**src/rtl/vga_fb_port_arbiter_pkg.sv**
```systemverilog
// Shared definitions for the VGA framebuffer port arbiter.
// Contents: framebuffer geometry, RAM address/pixel widths, CPU write FIFO
// depth, the 3-bit {R,G,B} colour constants and the clear FSM state encoding.
package vga_fb_port_arbiter_pkg;

  localparam int FB_COLS     = 400;
  localparam int FB_ROWS     = 240;
  localparam int ADDR_W      = 17;
  localparam int COLOR_W     = 3;
  localparam int WFIFO_DEPTH = 4;

  localparam logic [2:0] COLOR_BLACK   = 3'b000;
  localparam logic [2:0] COLOR_BLUE    = 3'b001;
  localparam logic [2:0] COLOR_GREEN   = 3'b010;
  localparam logic [2:0] COLOR_CYAN    = 3'b011;
  localparam logic [2:0] COLOR_RED     = 3'b100;
  localparam logic [2:0] COLOR_MAGENTA = 3'b101;
  localparam logic [2:0] COLOR_YELLOW  = 3'b110;
  localparam logic [2:0] COLOR_WHITE   = 3'b111;

  typedef enum logic {
    ST_IDLE  = 1'b0,
    ST_CLEAR = 1'b1
  } clear_state_t;

  // Saturating increment for the 8-bit clipped-write counter.
  function automatic logic [7:0] sat_inc8(input logic [7:0] v);
    return (v == 8'hff) ? v : v + 8'd1;
  endfunction

endpackage

```
**src/rtl/vga_fb_port_arbiter_if.sv**
```systemverilog
// Bus bundle between the arbiter and its three neighbours: CPU pixel writes,
// VGA scan-out fetch, clear control/status and the single-port framebuffer RAM.
//
// Handshake: the CPU write channel is valid/ready. A write is transferred in
// every cycle where wr_valid and wr_ready are both high at the rising edge;
// wr_valid may be held across cycles and its payload (wr_row, wr_col,
// wr_color) must stay stable until transferred. wr_ready does not depend on
// wr_valid. The fetch channel has no ready: rd_req is always served and
// rd_valid/rd_data follow exactly one cycle later.
//
// Modports: slave = the arbiter, master = the CPU/VGA/RAM side.
interface vga_fb_port_arbiter_if
  import vga_fb_port_arbiter_pkg::*;
#(
  parameter int ADDR_W  = vga_fb_port_arbiter_pkg::ADDR_W,
  parameter int COLOR_W = vga_fb_port_arbiter_pkg::COLOR_W
);
  // CPU pixel writes
  logic               wr_valid;
  logic               wr_ready;
  logic [15:0]        wr_row;
  logic [15:0]        wr_col;
  logic [COLOR_W-1:0] wr_color;
  // scan-out fetch
  logic               rd_req;
  logic [15:0]        rd_row;
  logic [15:0]        rd_col;
  logic               rd_valid;
  logic [COLOR_W-1:0] rd_data;
  // clear engine
  logic               clear_start;
  logic [COLOR_W-1:0] clear_color;
  logic               clear_busy;
  logic               clear_done;
  logic [7:0]         clip_count;
  // framebuffer RAM port
  logic [ADDR_W-1:0]  ram_addr;
  logic               ram_we;
  logic [COLOR_W-1:0] ram_wdata;
  logic [COLOR_W-1:0] ram_rdata;

  modport slave (
    input  wr_valid, wr_row, wr_col, wr_color,
    output wr_ready,
    input  rd_req, rd_row, rd_col,
    output rd_valid, rd_data,
    input  clear_start, clear_color,
    output clear_busy, clear_done, clip_count,
    output ram_addr, ram_we, ram_wdata,
    input  ram_rdata
  );

  modport master (
    output wr_valid, wr_row, wr_col, wr_color,
    input  wr_ready,
    output rd_req, rd_row, rd_col,
    input  rd_valid, rd_data,
    output clear_start, clear_color,
    input  clear_busy, clear_done, clip_count,
    input  ram_addr, ram_we, ram_wdata,
    output ram_rdata
  );

endinterface

```
**src/rtl/vga_fb_port_arbiter_fb_wr_fifo.sv**
```systemverilog
// fb_wr_fifo: synchronous FIFO holding queued CPU pixel writes {addr, color}.
// Ports: clk, rst (sync, active high), push/din, pop/dout (dout shows the head
// combinationally), full/empty decoded from the registered occupancy count.
// DEPTH must be a power of two and at least 2 so pointers wrap naturally.
module fb_wr_fifo #(
  parameter int W     = 20,
  parameter int DEPTH = 4
) (
  input  logic         clk,
  input  logic         rst,
  input  logic         push,
  input  logic [W-1:0] din,
  input  logic         pop,
  output logic [W-1:0] dout,
  output logic         full,
  output logic         empty
);
  localparam int PTR_W = $clog2(DEPTH);
  localparam int CNT_W = PTR_W + 1;

  logic [W-1:0]     mem [DEPTH];
  logic [PTR_W-1:0] wptr;
  logic [PTR_W-1:0] rptr;
  logic [CNT_W-1:0] count;
  logic             do_push;
  logic             do_pop;

  assign full    = (count == CNT_W'(DEPTH));
  assign empty   = (count == '0);
  assign do_push = push & ~full;
  assign do_pop  = pop & ~empty;
  assign dout    = mem[rptr];

  always_ff @(posedge clk) begin
    if (do_push) begin
      mem[wptr] <= din;
    end
  end

  always_ff @(posedge clk) begin
    if (rst) begin
      wptr  <= '0;
      rptr  <= '0;
      count <= '0;
    end else begin
      if (do_push) wptr <= wptr + PTR_W'(1);
      if (do_pop)  rptr <= rptr + PTR_W'(1);
      case ({do_push, do_pop})
        2'b10:   count <= count + CNT_W'(1);
        2'b01:   count <= count - CNT_W'(1);
        default: count <= count;
      endcase
    end
  end

endmodule

```
**src/rtl/vga_fb_port_arbiter.sv**
```systemverilog
// vga_fb_port_arbiter: owns the single-port framebuffer RAM and shares it
// between VGA scan-out fetches (absolute priority), the hardware clear engine
// and buffered CPU pixel writes, in that order.
// Ports: clk, rst (sync, active high); bus (slave side of
// vga_fb_port_arbiter_if: CPU writes, fetch, clear control, RAM port);
// clear_state exposes the clear FSM state for observation.
module vga_fb_port_arbiter
  import vga_fb_port_arbiter_pkg::*;
#(
  parameter int FB_COLS     = vga_fb_port_arbiter_pkg::FB_COLS,
  parameter int FB_ROWS     = vga_fb_port_arbiter_pkg::FB_ROWS,
  parameter int ADDR_W      = vga_fb_port_arbiter_pkg::ADDR_W,
  parameter int COLOR_W     = vga_fb_port_arbiter_pkg::COLOR_W,
  parameter int WFIFO_DEPTH = vga_fb_port_arbiter_pkg::WFIFO_DEPTH
) (
  input  logic                   clk,
  input  logic                   rst,
  vga_fb_port_arbiter_if.slave   bus,
  output clear_state_t           clear_state
);
  localparam int                FIFO_W    = ADDR_W + COLOR_W;
  localparam logic [ADDR_W-1:0] LAST_ADDR = ADDR_W'(FB_COLS * FB_ROWS - 1);

  clear_state_t       state;
  logic [ADDR_W-1:0]  clear_addr;
  logic [COLOR_W-1:0] clear_color_q;
  logic               clear_busy_q;
  logic               clear_done_q;
  logic [7:0]         clip_q;
  logic               rd_valid_q;
  logic [ADDR_W-1:0]  last_addr;

  logic               wr_take;
  logic               wr_in_range;
  logic [ADDR_W-1:0]  wr_addr;
  logic [ADDR_W-1:0]  rd_addr;
  logic               fifo_push;
  logic               fifo_pop;
  logic               fifo_full;
  logic               fifo_empty;
  logic [FIFO_W-1:0]  fifo_dout;
  logic [ADDR_W-1:0]  head_addr;
  logic [COLOR_W-1:0] head_color;
  logic               clear_write;

  // CPU write intake: out-of-range pixels are consumed but never queued.
  assign wr_take     = bus.wr_valid & bus.wr_ready;
  assign wr_in_range = (bus.wr_row < 16'(FB_ROWS)) && (bus.wr_col < 16'(FB_COLS));
  assign wr_addr     = ADDR_W'(bus.wr_row) * ADDR_W'(FB_COLS) + ADDR_W'(bus.wr_col);
  assign rd_addr     = ADDR_W'(bus.rd_row) * ADDR_W'(FB_COLS) + ADDR_W'(bus.rd_col);
  assign fifo_push   = wr_take & wr_in_range & ~rst;

  // Slot arbitration. A fetch wins outright; the clear engine owns every
  // remaining slot while it runs, so the FIFO only drains once it is idle.
  assign clear_write = ~rst & ~bus.rd_req & (state == ST_CLEAR);
  assign fifo_pop    = ~rst & ~bus.rd_req & (state != ST_CLEAR) & ~fifo_empty;

  assign {head_addr, head_color} = fifo_dout;

  fb_wr_fifo #(
    .W     (FIFO_W),
    .DEPTH (WFIFO_DEPTH)
  ) u_fifo (
    .clk   (clk),
    .rst   (rst),
    .push  (fifo_push),
    .din   ({wr_addr, bus.wr_color}),
    .pop   (fifo_pop),
    .dout  (fifo_dout),
    .full  (fifo_full),
    .empty (fifo_empty)
  );

  // RAM port is driven straight from the arbitration decision; an idle slot
  // keeps the previous address on the bus.
  always_comb begin
    bus.ram_addr  = last_addr;
    bus.ram_we    = 1'b0;
    bus.ram_wdata = COLOR_BLACK;
    if (bus.rd_req) begin
      bus.ram_addr = rd_addr;
    end else if (clear_write) begin
      bus.ram_addr  = clear_addr;
      bus.ram_we    = 1'b1;
      bus.ram_wdata = clear_color_q;
    end else if (fifo_pop) begin
      bus.ram_addr  = head_addr;
      bus.ram_we    = 1'b1;
      bus.ram_wdata = head_color;
    end
  end

  // Clear FSM with its registered status outputs.
  always_ff @(posedge clk) begin
    if (rst) begin
      state         <= ST_IDLE;
      clear_addr    <= '0;
      clear_color_q <= COLOR_BLACK;
      clear_busy_q  <= 1'b0;
      clear_done_q  <= 1'b0;
    end else begin
      clear_done_q <= 1'b0;
      case (state)
        ST_IDLE: begin
          if (bus.clear_start) begin
            state         <= ST_CLEAR;
            clear_addr    <= '0;
            clear_color_q <= bus.clear_color;
            clear_busy_q  <= 1'b1;
          end
        end
        ST_CLEAR: begin
          // A slot lost to a fetch simply delays the sweep by one cycle.
          if (clear_write) begin
            if (clear_addr == LAST_ADDR) begin
              state        <= ST_IDLE;
              clear_busy_q <= 1'b0;
              clear_done_q <= 1'b1;
            end else begin
              clear_addr <= clear_addr + ADDR_W'(1);
            end
          end
        end
        default: begin
          state        <= ST_IDLE;
          clear_busy_q <= 1'b0;
        end
      endcase
    end
  end

  always_ff @(posedge clk) begin
    if (rst) begin
      clip_q     <= '0;
      rd_valid_q <= 1'b0;
      last_addr  <= '0;
    end else begin
      if (wr_take && !wr_in_range) begin
        clip_q <= sat_inc8(clip_q);
      end
      rd_valid_q <= bus.rd_req;
      last_addr  <= bus.ram_addr;
    end
  end

  // RAM read data arrives one cycle after the fetch address.
  assign bus.rd_valid   = rd_valid_q;
  assign bus.rd_data    = rd_valid_q ? bus.ram_rdata : COLOR_BLACK;
  assign bus.wr_ready   = ~fifo_full;
  assign bus.clear_busy = clear_busy_q;
  assign bus.clear_done = clear_done_q;
  assign bus.clip_count = clip_q;
  assign clear_state    = state;

endmodule

```
**src/flat_wrapper.sv**
```systemverilog
// flat-port wrapper written by rule: the top's interface ports become plain ports
module vga_fb_port_arbiter_flat import vga_fb_port_arbiter_pkg::*;
#(
  parameter int FB_COLS     = vga_fb_port_arbiter_pkg::FB_COLS,
  parameter int FB_ROWS     = vga_fb_port_arbiter_pkg::FB_ROWS,
  parameter int ADDR_W      = vga_fb_port_arbiter_pkg::ADDR_W,
  parameter int COLOR_W     = vga_fb_port_arbiter_pkg::COLOR_W,
  parameter int WFIFO_DEPTH = vga_fb_port_arbiter_pkg::WFIFO_DEPTH
)
  (clk, rst, clear_state, bus_wr_valid, bus_wr_row, bus_wr_col, bus_wr_color, bus_wr_ready, bus_rd_req, bus_rd_row, bus_rd_col, bus_rd_valid, bus_rd_data, bus_clear_start, bus_clear_color, bus_clear_busy, bus_clear_done, bus_clip_count, bus_ram_addr, bus_ram_we, bus_ram_wdata, bus_ram_rdata);
  vga_fb_port_arbiter_if #(.ADDR_W(ADDR_W), .COLOR_W(COLOR_W)) bus_i ();
  input  logic clk;
  input  logic rst;
  output clear_state_t clear_state;
  input wire logic [$bits(bus_i.wr_valid)-1:0] bus_wr_valid;
  input wire logic [$bits(bus_i.wr_row)-1:0] bus_wr_row;
  input wire logic [$bits(bus_i.wr_col)-1:0] bus_wr_col;
  input wire logic [$bits(bus_i.wr_color)-1:0] bus_wr_color;
  output wire logic [$bits(bus_i.wr_ready)-1:0] bus_wr_ready;
  input wire logic [$bits(bus_i.rd_req)-1:0] bus_rd_req;
  input wire logic [$bits(bus_i.rd_row)-1:0] bus_rd_row;
  input wire logic [$bits(bus_i.rd_col)-1:0] bus_rd_col;
  output wire logic [$bits(bus_i.rd_valid)-1:0] bus_rd_valid;
  output wire logic [$bits(bus_i.rd_data)-1:0] bus_rd_data;
  input wire logic [$bits(bus_i.clear_start)-1:0] bus_clear_start;
  input wire logic [$bits(bus_i.clear_color)-1:0] bus_clear_color;
  output wire logic [$bits(bus_i.clear_busy)-1:0] bus_clear_busy;
  output wire logic [$bits(bus_i.clear_done)-1:0] bus_clear_done;
  output wire logic [$bits(bus_i.clip_count)-1:0] bus_clip_count;
  output wire logic [$bits(bus_i.ram_addr)-1:0] bus_ram_addr;
  output wire logic [$bits(bus_i.ram_we)-1:0] bus_ram_we;
  output wire logic [$bits(bus_i.ram_wdata)-1:0] bus_ram_wdata;
  input wire logic [$bits(bus_i.ram_rdata)-1:0] bus_ram_rdata;
  assign bus_i.wr_valid = bus_wr_valid;
  assign bus_i.wr_row = bus_wr_row;
  assign bus_i.wr_col = bus_wr_col;
  assign bus_i.wr_color = bus_wr_color;
  assign bus_wr_ready = bus_i.wr_ready;
  assign bus_i.rd_req = bus_rd_req;
  assign bus_i.rd_row = bus_rd_row;
  assign bus_i.rd_col = bus_rd_col;
  assign bus_rd_valid = bus_i.rd_valid;
  assign bus_rd_data = bus_i.rd_data;
  assign bus_i.clear_start = bus_clear_start;
  assign bus_i.clear_color = bus_clear_color;
  assign bus_clear_busy = bus_i.clear_busy;
  assign bus_clear_done = bus_i.clear_done;
  assign bus_clip_count = bus_i.clip_count;
  assign bus_ram_addr = bus_i.ram_addr;
  assign bus_ram_we = bus_i.ram_we;
  assign bus_ram_wdata = bus_i.ram_wdata;
  assign bus_i.ram_rdata = bus_ram_rdata;
  vga_fb_port_arbiter #(.FB_COLS(FB_COLS), .FB_ROWS(FB_ROWS), .ADDR_W(ADDR_W), .COLOR_W(COLOR_W), .WFIFO_DEPTH(WFIFO_DEPTH)) u_core (.clk(clk), .rst(rst), .bus(bus_i), .clear_state(clear_state));
endmodule
```
**config.mk**
```make
export PLATFORM = sky130hd
export DESIGN_NAME = vga_fb_port_arbiter_flat
export DESIGN_NICKNAME = d
export VERILOG_FILES = /design/src/rtl/vga_fb_port_arbiter_pkg.sv /design/src/rtl/vga_fb_port_arbiter_if.sv /design/src/rtl/vga_fb_port_arbiter_fb_wr_fifo.sv /design/src/rtl/vga_fb_port_arbiter.sv /design/src/flat_wrapper.sv
export SDC_FILE = /design/constraint.sdc
export NUM_CORES = 1
export LEC_CHECK = 0
export BUFFER_PORTS_ARGS = -buffer_cell sky130_fd_sc_hd__buf_2
export CAP_MARGIN = 25
export CORE_MARGIN = 2
export CORE_UTILIZATION = 35
export CTS_BUF_LIST = sky130_fd_sc_hd__clkbuf_2
export DETAILED_ROUTE_END_ITERATION = 16
export GPL_TIMING_DRIVEN = 0
export PLACE_DENSITY = 0.59
export SLEW_MARGIN = 10
export SYNTH_ARGS = -nofsm -noshare
export SYNTH_HDL_FRONTEND = slang
export SYNTH_SLANG_ARGS = --single-unit
```
**constraint.sdc**
```tcl
create_clock -name clk -period 5.9 [get_ports clk]
set_input_delay 0.885 -clock clk [delete_from_list [all_inputs] [get_ports clk]]
set_output_delay 0.885 -clock clk [all_outputs]
set_load 0.03 [all_outputs]
```
==> results of run 1 <==
logic make-up (layout without fill, tap and decap cells):
group,count (synthesis),after routing,share of synthesized area
simple gates,199,199,0.120
compound gates,151,151,0.123
flops,138,138,0.420
fa+ha+maj,102,102,0.166
buf+inv,102,248,0.0526
xor+xnor,61,61,0.0630
mux,21,21,0.0545
other cells,0,1,0
sequential cells by signal, indices dropped and copies added, names as in the netlist, named ones only:
register and count:
u_core.bus.clear_busy 1, u_core.clear_state 1, u_core.bus.clip_count 8, u_core.last_addr 17
u_core.bus.rd_valid 1, u_core.clear_color_q 3, u_core.clear_addr 17, u_core.u_fifo.rptr 2
u_core.u_fifo.wptr 2, u_core.bus.clear_done 1, u_core.u_fifo.mem 80, u_core.u_fifo.count 3
synthesized netlist by cell type (10+ instances only):
master                     count
sky130_fd_sc_hd__xor2_1       19
sky130_fd_sc_hd__o21ai_0      21
sky130_fd_sc_hd__nand2_1      41
sky130_fd_sc_hd__fa_1         17
sky130_fd_sc_hd__mux4_2       20
sky130_fd_sc_hd__xnor2_1      42
sky130_fd_sc_hd__clkbuf_1     10
sky130_fd_sc_hd__inv_1        77
sky130_fd_sc_hd__ha_1         85
sky130_fd_sc_hd__o21a_1       12
sky130_fd_sc_hd__nor2_1       66
sky130_fd_sc_hd__nor2b_1      17
sky130_fd_sc_hd__edfxtp_1     80
sky130_fd_sc_hd__dfxtp_1      58
sky130_fd_sc_hd__a21oi_1      37
repair_timing:
action / in CTS / in global routing
hold buffers: 0 / 0
endpoints found under the setup margin: 0 / 1
resized for setup: 0 / 2
power groups by stage:
stage	Sequential [W]	Combinational, W	Clock, W
after detailed placement	0.00117	0.00113	0
after global routing	0.00116	0.00129	0.000761
after floorplan	0.00117	0.000853	0
after CTS	0.00115	0.00114	0.000717
final	0.00115	0.00113	0.000697
after global placement	0.00117	0.00112	0
layout make-up:
type	instances	area [µm²]
Fill cell	2328	13800
Multi-Input combinational cell	534	4480
Sequential cell	138	3560
Timing Repair Buffer	115	653
Tap cell	319	399
Inverter	79	309
Clock inverter	13	224
Buffer	23	136
Clock buffer	18	90.1
Antenna cell	1	2.50
metal layers:
| metal | global-route usage | wire length, µm | up-vias |
|---|---|---|---|
| li1 | - | - | 3064 |
| met1 | 0.208 | 9110 | 2881 |
| met2 | 0.246 | 8690 | 138 |
| met5 | 0 | 0 | - |
| met4 | 0.0442 | 253 | 0 |
| met3 | 0.0310 | 748 | 17 |
how the worst max path moves through the flow:
| stage | from | to | slack, ns | cells after the start |
|---|---|---|---|---|
| 3_5_place_dp | bus_rd_row[2] | bus_ram_addr[16] | 0.22 | 14 |
| 4_1_cts | bus_rd_row[2] | bus_ram_addr[16] | 0.16 | 14 |
| 6_report | bus_rd_row[2] | bus_ram_addr[16] | 0.29 | 14 |
| 5_1_grt | bus_rd_row[2] | bus_ram_addr[16] | 0.03 | 18 |
| 3_3_place_gp | bus_rd_row[2] | bus_ram_addr[16] | 0.25 | 14 |
| 2_1_floorplan | bus_rd_row[2] | bus_ram_addr[16] | 0.49 | 12 |
per-stage QoR:
stage          hold WS [ns]  setup WS (ns)
2_1_floorplan         0.436          0.490
3_3_place_gp          0.448          0.246
3_5_place_dp          0.451          0.223
4_1_cts               0.302          0.163
5_1_grt               0.279         0.0324
6_report              0.389          0.292
==> results.md, run 1 <==
- The stage delay of the slowest cell on the critical path is 0.46 ns.
- The floorplan die width is 160 µm.
- After detailed routing, the average wire length per cell comes to 15.2 µm.
- The fraction of power spent switching nets is 0.343.
- Summed over all layers, the global routing overflow is 0.
- Counting every sink on the clock net gives 138.
- After technology mapping, the gate count stands at 774.
- The number of setup violations in the final report is 0.
- The flip-flop and latch count after synthesis is approximately 140.
- The power density over the cells is 302 nW/µm².
- The library cell used most frequently in the layout, excluding fill and tap cells, is sky130_fd_sc_hd__buf_2.
- Including well taps, the total number of placed cells is ~1200.
- The number of non-filler instances in the completed layout is approximately 1200.
- The maximum buffer depth of the clock tree is 2.
- After clock tree synthesis, the clock-pin slew on the worst setup and hold paths is 0.19 ns.
- The achievable frequency is 178 MHz.
- The path category of the worst min-delay check is in2reg.
- The endpoint identified for the worst register-to-register timing path is u_core.u_fifo.count[2]$_SDFFE_PP0P_.
- The total global routing track utilization is 0.153.
- Of the total power, the clock network draws 0.234.
- The prevailing post-synth register cell is sky130_fd_sc_hd__edfxtp_1.
- The fraction of layout instances using a drive strength above 1 is 0.210.
- At the pin with the least slew margin, the transition time is 0.744 ns.
- Counting cells, the worst reg-to-reg path comes to 11.
- The summed instance area of the synthesized netlist is 8470 µm².
- The net count after synthesis is 954.
- The net count of the finished layout is 1088.
- The final wirelength is 18.8 mm.
- The initial utilization of the core area, before any placement, comes to 0.359.
- The critical path goes through buf_2 > ha_1 > ha_1 > fa_1 > ha_1 > a21oi_1 > xnor2_1 > ha_1 > a2111o_1 > o21ai_0 > a32oi_1 > and4_4 > nor3_2 > buf_2.
- The number of global-route vias before repair is 6012.
- Headroom to the max-slew limit came out at 0.504.
- The number of cells on the worst hold path is 1.
- The count of nets left with antenna violations once routing finished came out at 0.
- The relative area change from synthesis to final layout is 16.3%.
- On the critical path, the stage with the largest delay is an instance of sky130_fd_sc_hd__fa_1.
- The detailed router finished its first iteration with 401 violations.
- The tree is rooted in a sky130_fd_sc_hd__clkbuf_2.
- The kind of end point of the critical path is an output pin.
- The register-to-register setup slack is 3.23 ns.
- The tool flagged a number of max-cap violations equal to 0.
- The first detailed-routing pass ran for 6 iterations.
- The chip height is 160 µm.
- Detailed placement ended at an HPWL of about 15 mm.
- Sorting the synthesized cells by area gives the leading types as sky130_fd_sc_hd__edfxtp_1 28%, sky130_fd_sc_hd__dfxtp_1 14%, sky130_fd_sc_hd__ha_1 13%.
- The floorplan has 56 rows.
- The count of input and output buffers is 111.
- The biggest area contributor in the post-synthesis netlist is sky130_fd_sc_hd__edfxtp_1.
- The analysis attributes to cell leakage a power of 4.02 nW.
- The cell that appears most often on the critical path is sky130_fd_sc_hd__ha_1.
- The CTS tree is yes.
- The flow ran to the end, and the final reports show no timing, DRC or antenna violations.
- Setup repair after global routing left no endpoint under its margin.
- Data on the critical path is required at its endpoint by 5.02 ns.
- The final critical-path share of the clock period is 0.950.
- The level count of the clock H-tree is 4.
- The total power is between 0.002 and 0.003 W.
- Of the post-synthesis cell area, the dominant cell type holds 0.283.
- For this design the top-level I/O count stands at 115.
- The minimum period implied by the final worst setup slack is approximately 5.6 ns.
- The wire length of the first global-routing pass is about 31 mm.
- The share of the Yosys chip area taken by registers is 0.420.
- In the layout the commonest cells are 117 x sky130_fd_sc_hd__buf_2, 85 x sky130_fd_sc_hd__ha_1, 80 x sky130_fd_sc_hd__edfxtp_1.
- The cell type group with the largest total delay on the critical path is adder cells.
- The initial antenna violation count was 1.
- The die covers 25500 µm².
- The maximum fanout along the worst path is 6.
- The worst hold path terminates at u_core.u_fifo.mem[1][5]$_DFFE_PP_.
- The internal power is 0.00196 W.
- The later pin in the worst-skew pair is clocked with a latency of between 0.7 and 0.8 ns.
- The area after detailed placement is ~9500 µm².
- The core region is 23600 µm².
- The average cell area after synthesis is between 10 and 15 µm².
- The critical path is of the in2out type.
- The maximum VDD drop is 0.155 mV.
- The worst clock skew is approximately 0.026 ns.
- The worst hold path begins at bus_wr_col[2].
- The element type at the critical path start is a primary input.
- Summed over all nets, the switching power comes to 0.00102 W.
- Entering global routing, the biggest net connects 21 pins.
- The DRC violation count after routing is 0.
- For this run, the share of the core covered by cells in the final layout is 0.417.
- The power share of the combinational group is 0.380.
- The number of buffers added by the clock tree synthesis step is 17.
- In the routed layout, each cell is associated on average with a via count of 4.92.
- The final route contains 6100 vias.
- The final count of hold timing violations is 0.
- Setup total negative slack on the finished layout was measured at 0 ns.
- The final cell area excluding filler cells is 9850 µm².
- The launch point of the worst reg-to-reg path is u_core.clear_state$_SDFF_PP0_.
- The count of flip-flops with a built-in enable after synthesis is 80.
- Yosys printed 0 warnings.
- The number of buffers and inverters on the critical path is 2.
- The share of power burned in registers is 0.386.
- The synthesized netlist contains 74 unique library cells.
- The share of async-settable or async-resettable flops after synthesis is 0.
- The number of setup buffers added after CTS is 0.
- For the worst setup path, the data arrival time is 4.72 ns.
- The final weighted congestion in routability-driven placement is ~0.79.
- The count of final max-slew check failures is 0.
Power figures use the tool's default switching activity.
==> run 2, diff against run 1 <==
Settings changed: ABC_AREA set to 1.
==> run 2 against run 1 <==
Clock skew increased by 0.0038 ns. Worst setup slack better by 0.036 ns. Utilization fell by 0.80 points. Critical path depth up 10. Cell count increased by 28%. Area after synthesis grew 6.7%. Largest power group is now combinational cells. Maximum frequency is 0.65% higher. Routed wire length up 22%.
==> results.md, run 2 <==
- The chip height came to 165 µm (was 160 µm).
- The minimum period implied by the final worst setup slack is 5.57 ns (was 5.61 ns).
- The clock transition at the registers of the reported paths is 0.21 ns (was 0.19 ns).
- The number of global-route vias before repair was 7352 (was 6012).
- The largest net degree at the start of global routing came to 17 (was 21).
- The worst endpoint data arrival time came to 4.69 ns (was 4.72 ns).
- The power spent charging and discharging nets is 0.00114 W (was 0.00102 W).
- The most common cell in the netlist is sky130_fd_sc_hd__nand2_1 (was sky130_fd_sc_hd__ha_1).
- Commonest cells in the synthesized netlist: 199 x sky130_fd_sc_hd__nand2_1, 151 x sky130_fd_sc_hd__inv_1, 104 x sky130_fd_sc_hd__nor2_1 (was 85 x sky130_fd_sc_hd__ha_1, 80 x sky130_fd_sc_hd__edfxtp_1, 77 x sky130_fd_sc_hd__inv_1).
- The power share of the combinational group is 0.405 (was 0.380).
- The length of the first detailed-routing pass in iterations is 8 (was 6).
- The leakage dissipation came to 4.62 nW (was 4.02 nW).
- The number of cell rows is 58 (was 56).
- The level count of the clock H-tree was 4 (unchanged).
- The transition at the pin with the smallest max-transition slack was 0.661 ns (was 0.744 ns).
- The number of vias after detailed routing is 7735 (was 6100).
- The flip-flop and latch count after synthesis is 138 (unchanged).
- The final design utilization is 0.409 (was 0.417).
- The internal power is 0.00181 W (was 0.00196 W).
- The clock sink count is 138 (unchanged).
- Largest registers: u_core.u_fifo.mem x80, u_core.clear_addr x17, u_core.last_addr x17 (unchanged).
- The worst clock skew is 0.0302 ns (was 0.0264 ns).
- The top cell type's share of synthesized area came to 0.266 (was 0.283).
- The depth of the most critical reg-to-reg path is 12 (was 11).
- The register containing the most flip-flops in the final layout was u_core.u_fifo.mem (unchanged).
- The path category of the worst min-delay check is in2reg (unchanged).
- The average cell area after synthesis came to 8.16 µm² (was 10.9 µm²).
- The final setup TNS is 0 ns (unchanged).
- Run status: finished, final reports clean (unchanged).
- The prevailing post-synth register cell is sky130_fd_sc_hd__edfxtp_1 (unchanged).
- The fraction of power spent switching nets came to 0.387 (was 0.343).
- The clock root buffer is sky130_fd_sc_hd__clkbuf_2 (unchanged).
- The area after detailed placement is 10100 µm² (was 9470 µm²).
- The core area is 25300 µm² (was 23600 µm²).
- The startpoint of the most critical hold path is bus_wr_color[1] (was bus_wr_col[2]).
- The count of yosys warnings during synthesis is 0 (unchanged).
- Unrepaired setup endpoints after global routing: no (unchanged).
- The detailed-route vias per instance is 4.88 (was 4.92).
- The kind of end point of the critical path is an output pin (unchanged).
- The maximum buffer depth of the clock tree is 2 (unchanged).
- The worst-path cell with the longest stage delay is sky130_fd_sc_hd__fa_1 (unchanged).
- The maximum VDD drop came to 0.175 mV (was 0.155 mV).
- The average wire per standard cell is 14.4 µm (was 15.2 µm).
- The end point of the worst hold path is u_core.u_fifo.mem[0][1]$_DFFE_PP_ (was u_core.u_fifo.mem[1][5]$_DFFE_PP_).
- The most common cell type on the critical path is sky130_fd_sc_hd__nand2_1 (was sky130_fd_sc_hd__ha_1).
- The placed wire-length estimate is 18.2 mm (was 14.6 mm).
- The violation count after the first detailed-route iteration is 537 (was 401).
- Leading cell types in the layout, fill and taps excluded: 199 x sky130_fd_sc_hd__nand2_1, 151 x sky130_fd_sc_hd__inv_1, 118 x sky130_fd_sc_hd__buf_2 (was 117 x sky130_fd_sc_hd__buf_2, 85 x sky130_fd_sc_hd__ha_1, 80 x sky130_fd_sc_hd__edfxtp_1).
- The total die area is 27100 µm² (was 25500 µm²).
- The worst slack at placement is 0.301 ns (was 0.223 ns).
- The clock network fraction of total power is 0.205 (was 0.234).
- The count of flip-flops with a built-in enable after synthesis is 80 (unchanged).
- The most common library cell in the layout ignoring fill and taps was sky130_fd_sc_hd__nand2_1 (was sky130_fd_sc_hd__buf_2).
- The floorplan die width is 165 µm (was 160 µm).
- The final count of hold timing violations is 0 (unchanged).
- The DRC violation count after routing is 0 (unchanged).
- The count of maximum capacitance violations was 0 (unchanged).
- The slack of the critical path was 0.328 ns (was 0.292 ns).
- The number of flip-flops under the largest register name is 80 (unchanged).
- The final wirelength is 22.9 mm (was 18.8 mm).
- The biggest area consumer among synthesized cells is sky130_fd_sc_hd__edfxtp_1 (unchanged).
- The launch point of the worst reg-to-reg path is u_core.u_fifo.count[0]$_SDFFE_PP0P_ (was u_core.clear_state$_SDFF_PP0_).
- The hold buffer count at CTS is 0 (unchanged).
- The number of buffers added by the clock tree synthesis step is 17 (unchanged).
- The CTS tree is yes (unchanged).
- The terminus of the critical flop-to-flop path is u_core.u_fifo.count[2]$_SDFFE_PP0P_ (unchanged).
- The relative max-transition margin is 0.559 (was 0.504).
- The count of final max-slew check failures is 0 (unchanged).
- The required time reported for the critical path endpoint is 5.02 ns (about the same).
- The sequential-to-total area share from yosys stat is 0.394 (was 0.420).
- The share of async-settable or async-resettable flops after synthesis was 0 (unchanged).
- The initial core utilization is 0.358 (was 0.359).
- The number of cells on the worst hold path is 1 (unchanged).
- The summed instance area of the synthesized netlist is 9040 µm² (was 8470 µm²).
- The fraction of layout instances using a drive strength above 1 is 0.144 (was 0.210).
- The number of setup buffers added after CTS is 0 (unchanged).
- The post-cts gate resize count is 0 (unchanged).
- The initial antenna violation count was 1 (unchanged).
- The remaining number of nets flagged by the antenna check after routing is 0 (unchanged).
- The power density over the cells is 285 nW/µm² (was 302 nW/µm²).
- The number of inserted filler cells in the final layout is 2627 (was 2328).
- The share of power burned in registers is 0.390 (was 0.386).
- The critical setup path kind is in2out (unchanged).
- The stage delay of the slowest cell on the critical path was 0.50 ns (was 0.46 ns).
- The element type at the critical path start is a primary input (unchanged).
- The final critical-path share of the clock period is 0.944 (was 0.950).
- The wire length of the first global-routing pass is 36.6 mm (was 31.1 mm).
- The register-to-register setup slack came to 3.50 ns (was 3.23 ns).
- The clock latency on the worst-skew pair is 0.70 ns (was 0.71 ns).
- The maximum fanout along the worst path is 5 (was 6).
- The total power was 0.00295 W (was 0.00298 W).
- The number of primary I/O pins came to 115 (unchanged).
- The total global routing track utilization is 0.173 (was 0.153).
- The post-synthesis cell count came to 1108 (was 774).
- The net count after synthesis is 1288 (was 954).
- The final weighted congestion in routability-driven placement is 0.906 (was 0.794).
- The count of input and output buffers is 109 (was 111).
- Worst-path cell chain: buf_2 > ha_1 > ha_1 > inv_1 > fa_1 > inv_1 > ha_1 > a21oi_1 > nand2_1 > nand2_1 > nand2_1 > a21oi_1 > xnor2_1 > ha_1 > nand2_1 > inv_1 > a21boi_0 > nand2_1 > nor2_1 > inv_1 > nand2_1 > nand3_1 > nand2_1 > buf_2 (was buf_2 > ha_1 > ha_1 > fa_1 > ha_1 > a21oi_1 > xnor2_1 > ha_1 > a2111o_1 > o21ai_0 > a32oi_1 > and4_4 > nor3_2 > buf_2).
- The number of setup violations in the final report is 0 (unchanged).
- Largest cells by area after synthesis: sky130_fd_sc_hd__edfxtp_1 27%, sky130_fd_sc_hd__dfxtp_1 13%, sky130_fd_sc_hd__ha_1 12% (was sky130_fd_sc_hd__edfxtp_1 28%, sky130_fd_sc_hd__dfxtp_1 14%, sky130_fd_sc_hd__ha_1 13%).
- The relative area change from synthesis to final layout came to 14.3% (was 16.3%).
- The final cell area excluding filler cells is 10300 µm² (was 9850 µm²).
- The final global-route overflow total is 0 (unchanged).
- The number of distinct library cells after synthesis came to 44 (was 74).
- The total number of nets in the final design is 1420 (was 1088).
- The achievable frequency is 179 MHz (was 178 MHz).
-- run 2: cell types whose count changed in the layout (fill, tap and decap cells not counted), moves of 20 or more --
cell	delta
sky130_fd_sc_hd__inv_1	+74
sky130_fd_sc_hd__o21ai_0	+38
sky130_fd_sc_hd__nand3_1	+76
sky130_fd_sc_hd__nor2_1	+34
sky130_fd_sc_hd__a21oi_1	+51
sky130_fd_sc_hd__xnor2_1	-29
sky130_fd_sc_hd__nand2_1	+158
sky130_fd_sc_hd__mux4_2	-20
-- run 2: final cells by class --
class | count | area [µm²] | share of cell area
buffer | 36 | 161 | 0.0156
sequential | 138 | 3560 | 0.345
inverter | 157 | 589 | 0.0570
timing repair buffer | 113 | 606 | 0.0586
clock buffer | 18 | 90.1 | 0.00871
clock inverter | 14 | 170 | 0.0165
tap | 330 | 413 | 0.0399
multi-input combinational | 777 | 4740 | 0.458
antenna | 2 | 5.00 | 0.000484
-- run 2: through the flow --
step	hold slack [ns]	instances
floorplan	0.422	1108
global placement	0.440	1547
detailed placement	0.452	1551
CTS	0.335	1583
global route	0.309	1584
finish	0.399	1585
-- run 2: worst max path at each step --
stage	startpoint	end	slack, ns
2_1_floorplan	bus_rd_row[3]	bus_ram_addr[16]	0.89
3_3_place_gp	bus_rd_row[3]	bus_ram_addr[16]	0.31
3_5_place_dp	bus_rd_row[3]	bus_ram_addr[16]	0.30
4_1_cts	bus_rd_row[3]	bus_ram_addr[16]	0.30
5_1_grt	bus_rd_row[3]	bus_ram_addr[16]	0.002
6_report	bus_rd_row[3]	bus_ram_addr[16]	0.33
-- run 2: power groups by stage --
stage                     clock network, W  logic, W  registers, W
final                             0.000602   0.00119       0.00115
after global routing              0.000653   0.00138       0.00115
after CTS                         0.000613   0.00121       0.00115
after detailed placement                 0   0.00120       0.00117
after global placement                   0   0.00119       0.00117
after floorplan                          0  0.000895       0.00117
-- run 2: logic make-up (layout without fill, tap and decap cells) --
logic type,Yosys count,after routing,share of synthesized area
xor+xnor,41,41,0.0397
flops,138,138,0.394
compound gates,197,197,0.119
other cells,0,2,0
fa+ha+maj,102,102,0.155
buf+inv,193,338,0.0830
simple gates,437,437,0.209
-- run 2: worst max-delay path: cells and delay by family --
kind / cells / cell delay, ns
AOI/OAI and AO/OA: 3 / 0.56
adders and majority gates: 5 / 1.71
buffers and inverters: 6 / 0.51
and+or+nand+nor: 9 / 0.85
xor gates and xnor gates: 1 / 0.17
-- run 2: metal layers --
layer / track usage / up-vias / wire length, µm
met5: 0 / - / 0
met4: 0.0474 / 0 / 349
met3: 0.0286 / 18 / 1200
met2: 0.298 / 205 / 10900
met1: 0.225 / 3551 / 10400
li1: - / 3961 / -
==> run 3, diff against run 2 <==
Settings changed: BUFFER_PORTS_ARGS -buffer_cell sky130_fd_sc_hd__buf_2 to unset, CORE_MARGIN 2 to 1.5, DONT_BUFFER_PORTS set to 1, HOLD_SLACK_MARGIN set to 0.12, PLACE_DENSITY 0.59 to 0.55.
==> run 3 against run 2 <==
Clock-buffer cell count is 1 lower. Total power is 3.5% lower. First-iteration DRC count is 19% lower. Maximum frequency is 1.7% higher. Clock power is 5.8% lower. Non-clock buffer count is 109 lower. Critical path type unchanged. Largest cell class unchanged.
==> results.md, run 3 (synthesized netlist as in run 2, its figures left out) <==
- The level count of the clock H-tree came to 4 (unchanged).
- The clock latency on the worst-skew pair is 0.72 ns (was 0.70 ns).
- The post-cts gate resize count is 0 (unchanged).
- The worst endpoint data arrival time is 4.59 ns (was 4.69 ns).
- The number of buffers added by the clock tree synthesis step is 17 (unchanged).
- The total global routing track utilization is 0.171 (was 0.173).
- The path category of the worst min-delay check is in2reg (unchanged).
- The maximum buffer depth of the clock tree is 2 (unchanged).
- The share of power burned in registers came to 0.406 (was 0.390).
- The power share of the combinational group is 0.394 (was 0.405).
- The worst clock skew is 0.0212 ns (was 0.0302 ns).
- The most common cell type on the critical path is sky130_fd_sc_hd__nand2_1 (unchanged).
- The launch point of the worst reg-to-reg path is u_core.clear_state$_SDFF_PP0_ (was u_core.u_fifo.count[0]$_SDFFE_PP0P_).
- The DRC violation count after routing came to 0 (unchanged).
- The final setup TNS is 0 ns (unchanged).
- The cell type group with the largest total delay on the critical path is adder cells (unchanged).
- The placed wire-length estimate was 17.6 mm (was 18.2 mm).
- The wire length of the first global-routing pass came to 35.3 mm (was 36.6 mm).
- The total die area is 26800 µm² (was 27100 µm²).
- The maximum fanout along the worst path is 5 (unchanged).
- The launching element of the worst setup path is bus_rd_row[3] (unchanged).
- The core area is 25300 µm² (unchanged).
- The number of setup violations in the final report is 0 (unchanged).
- The critical setup path kind is in2out (unchanged).
- The register containing the most flip-flops in the final layout is u_core.u_fifo.mem (unchanged).
- The count of input and output buffers was 0 (was 109).
- The worst hold margin came to 0.240 ns (was 0.399 ns).
- The hold buffer count at CTS came to 0 (unchanged).
- The clock sink count was 138 (unchanged).
- The final global-route overflow total is 0 (unchanged).
- The final count of hold timing violations came to 0 (unchanged).
- Leading cell types in the layout, fill and taps excluded: 199 x sky130_fd_sc_hd__nand2_1, 151 x sky130_fd_sc_hd__inv_1, 100 x sky130_fd_sc_hd__nor2_1 (was 199 x sky130_fd_sc_hd__nand2_1, 151 x sky130_fd_sc_hd__inv_1, 118 x sky130_fd_sc_hd__buf_2).
- The maximum VDD drop is 0.114 mV (was 0.175 mV).
- The element type at the critical path start is a primary input (unchanged).
- The relative area change from synthesis to final layout is 8.12% (was 14.3%).
- The power spent charging and discharging nets came to 0.00115 W (was 0.00114 W).
- The final wirelength came to 22.4 mm (was 22.9 mm).
- The fraction of power spent switching nets is 0.405 (was 0.387).
- The average wire per standard cell is 15.2 µm (was 14.4 µm).
- The clock root buffer is sky130_fd_sc_hd__clkbuf_2 (unchanged).
- The leakage dissipation is 4.15 nW (was 4.62 nW).
- The stage delay of the slowest cell on the critical path is 0.49 ns (was 0.50 ns).
- The length of the first detailed-routing pass in iterations is 5 (was 8).
- The largest net degree at the start of global routing is 17 (unchanged).
- The remaining number of nets flagged by the antenna check after routing came to 0 (unchanged).
- The clock transition at the registers of the reported paths is 0.22 ns (was 0.21 ns).
- The relative max-transition margin is 0.322 (was 0.559).
- The kind of end point of the critical path is an output pin (unchanged).
- The CTS tree is yes (unchanged).
- Unrepaired setup endpoints after global routing: no (unchanged).
- The chip height was 164 µm (was 165 µm).
- The fraction of layout instances using a drive strength above 1 is 0.0621 (was 0.144).
- The total number of nets in the final design is 1311 (was 1420).
- The final weighted congestion in routability-driven placement is 0.878 (was 0.906).
- The number of buffer and inverter stages on the critical path is 4 (was 6).
- The initial core utilization is 0.358 (unchanged).
- Worst-path cell chain: ha_1 > ha_1 > inv_1 > fa_1 > inv_1 > ha_1 > a21oi_1 > nand2_1 > nand2_1 > nand2_1 > a21oi_1 > xnor2_1 > ha_1 > nand2_1 > inv_1 > a21boi_0 > nand2_1 > nor2_1 > inv_1 > nand2_1 > nand3_1 > nand2_1 (was buf_2 > ha_1 > ha_1 > inv_1 > fa_1 > inv_1 > ha_1 > a21oi_1 > nand2_1 > nand2_1 > nand2_1 > a21oi_1 > xnor2_1 > ha_1 > nand2_1 > inv_1 > a21boi_0 > nand2_1 > nor2_1 > inv_1 > nand2_1 > nand3_1 > nand2_1 > buf_2).
- The number of flip-flops under the largest register name is 80 (unchanged).
- The minimum period implied by the final worst setup slack is 5.48 ns (was 5.57 ns).
- The required time reported for the critical path endpoint is 5.02 ns (about the same).
- The startpoint of the most critical hold path is bus_wr_color[2] (was bus_wr_color[1]).
- The transition at the pin with the smallest max-transition slack came to 1.01 ns (was 0.661 ns).
- Run status: finished, final reports clean (unchanged).
- The number of global-route vias before repair is 7010 (was 7352).
- The number of inserted filler cells in the final layout came to 2654 (was 2627).
- The clock network fraction of total power was 0.200 (was 0.205).
- The detailed-route vias per instance is 4.98 (was 4.88).
- The count of final max-slew check failures is 0 (unchanged).
- The most common library cell in the layout ignoring fill and taps was sky130_fd_sc_hd__nand2_1 (unchanged).
- Largest registers: u_core.u_fifo.mem x80, u_core.clear_addr x17, u_core.last_addr x17 (unchanged).
- The number of vias after detailed routing is 7341 (was 7735).
- The internal power is 0.00169 W (was 0.00181 W).
- The worst-path cell with the longest stage delay is sky130_fd_sc_hd__fa_1 (unchanged).
- The number of primary I/O pins is 115 (unchanged).
- The initial antenna violation count is 2 (was 1).
- The number of cell rows was 58 (unchanged).
- The slack of the critical path came to 0.422 ns (was 0.328 ns).
- The power density over the cells is 291 nW/µm² (was 285 nW/µm²).
- The achievable frequency is 183 MHz (was 179 MHz).
- The violation count after the first detailed-route iteration came to 433 (was 537).
- The worst slack at placement is 0.429 ns (was 0.301 ns).
- The count of maximum capacitance violations is 0 (unchanged).
- The number of setup buffers added after CTS is 0 (unchanged).
- The floorplan die width is 164 µm (was 165 µm).
- The final critical-path share of the clock period is 0.928 (was 0.944).
-- run 3: cell count changes in the layout (fill, tap and decap cells not counted), moves of 2 or more --
| cell | change |
|---|---|
| sky130_fd_sc_hd__inv_6 | +4 |
| sky130_fd_sc_hd__buf_8 | -2 |
| sky130_fd_sc_hd__buf_2 | -109 |
| sky130_fd_sc_hd__clkinv_2 | -3 |
| sky130_fd_sc_hd__inv_8 | +2 |
| sky130_fd_sc_hd__bufinv_16 | -2 |
-- run 3: metal layers --
layer	vias to the layer above	GRT usage	wire length (µm)
li1	3741	-	-
met1	3391	0.213	9970
met2	177	0.298	10800
met3	30	0.0321	1200
met4	2	0.0529	459
met5	-	0	13
-- run 3: worst paths after layout --
path / end / slack, ns / depth (start not counted)
worst max-delay path: bus_ram_addr[16] / 0.42 / 22
worst min-delay path: u_core.u_fifo.mem[3][2]$_DFFE_PP_ / 0.24 / 0
worst max register to register: u_core.last_addr[4]$_SDFF_PP0_ / 3.26 / 7
worst min register to register: u_core.clear_color_q[2]$_SDFFE_PP0P_ / 0.46 / 2
-- run 3: through the flow --
stage	area, µm²	util	total power, W	cells
final	9780	0.387	0.00284	1475
after global routing	9780	0.387	0.00306	1475
after CTS	9780	0.387	0.00287	1474
after detailed placement	9540	0.378	0.00230	1442
after global placement	9460	0.374	0.00229	1438
after floorplan	9040	-	0.00207	1108
-- run 3: layout make-up --
class	instances	area (µm²)	area share
Buffer	36	161	0.0165
Antenna cell	1	2.50	0.000256
Multi-Input combinational cell	777	4740	0.485
Clock inverter	15	155	0.0159
Clock buffer	17	85.1	0.00870
Inverter	157	589	0.0603
Timing Repair Buffer	4	68.8	0.00704
Sequential cell	138	3560	0.364
Tap cell	330	413	0.0422
-- run 3: power groups by stage --
| stage | Sequential [W] | Clock (W) | Combinational, W |
|---|---|---|---|
| floorplan | 0.00117 | 0 | 0.000895 |
| global placement | 0.00117 | 0 | 0.00112 |
| detailed placement | 0.00117 | 0 | 0.00113 |
| CTS | 0.00115 | 0.000577 | 0.00113 |
| global route | 0.00116 | 0.000620 | 0.00129 |
| finish | 0.00115 | 0.000567 | 0.00112 |
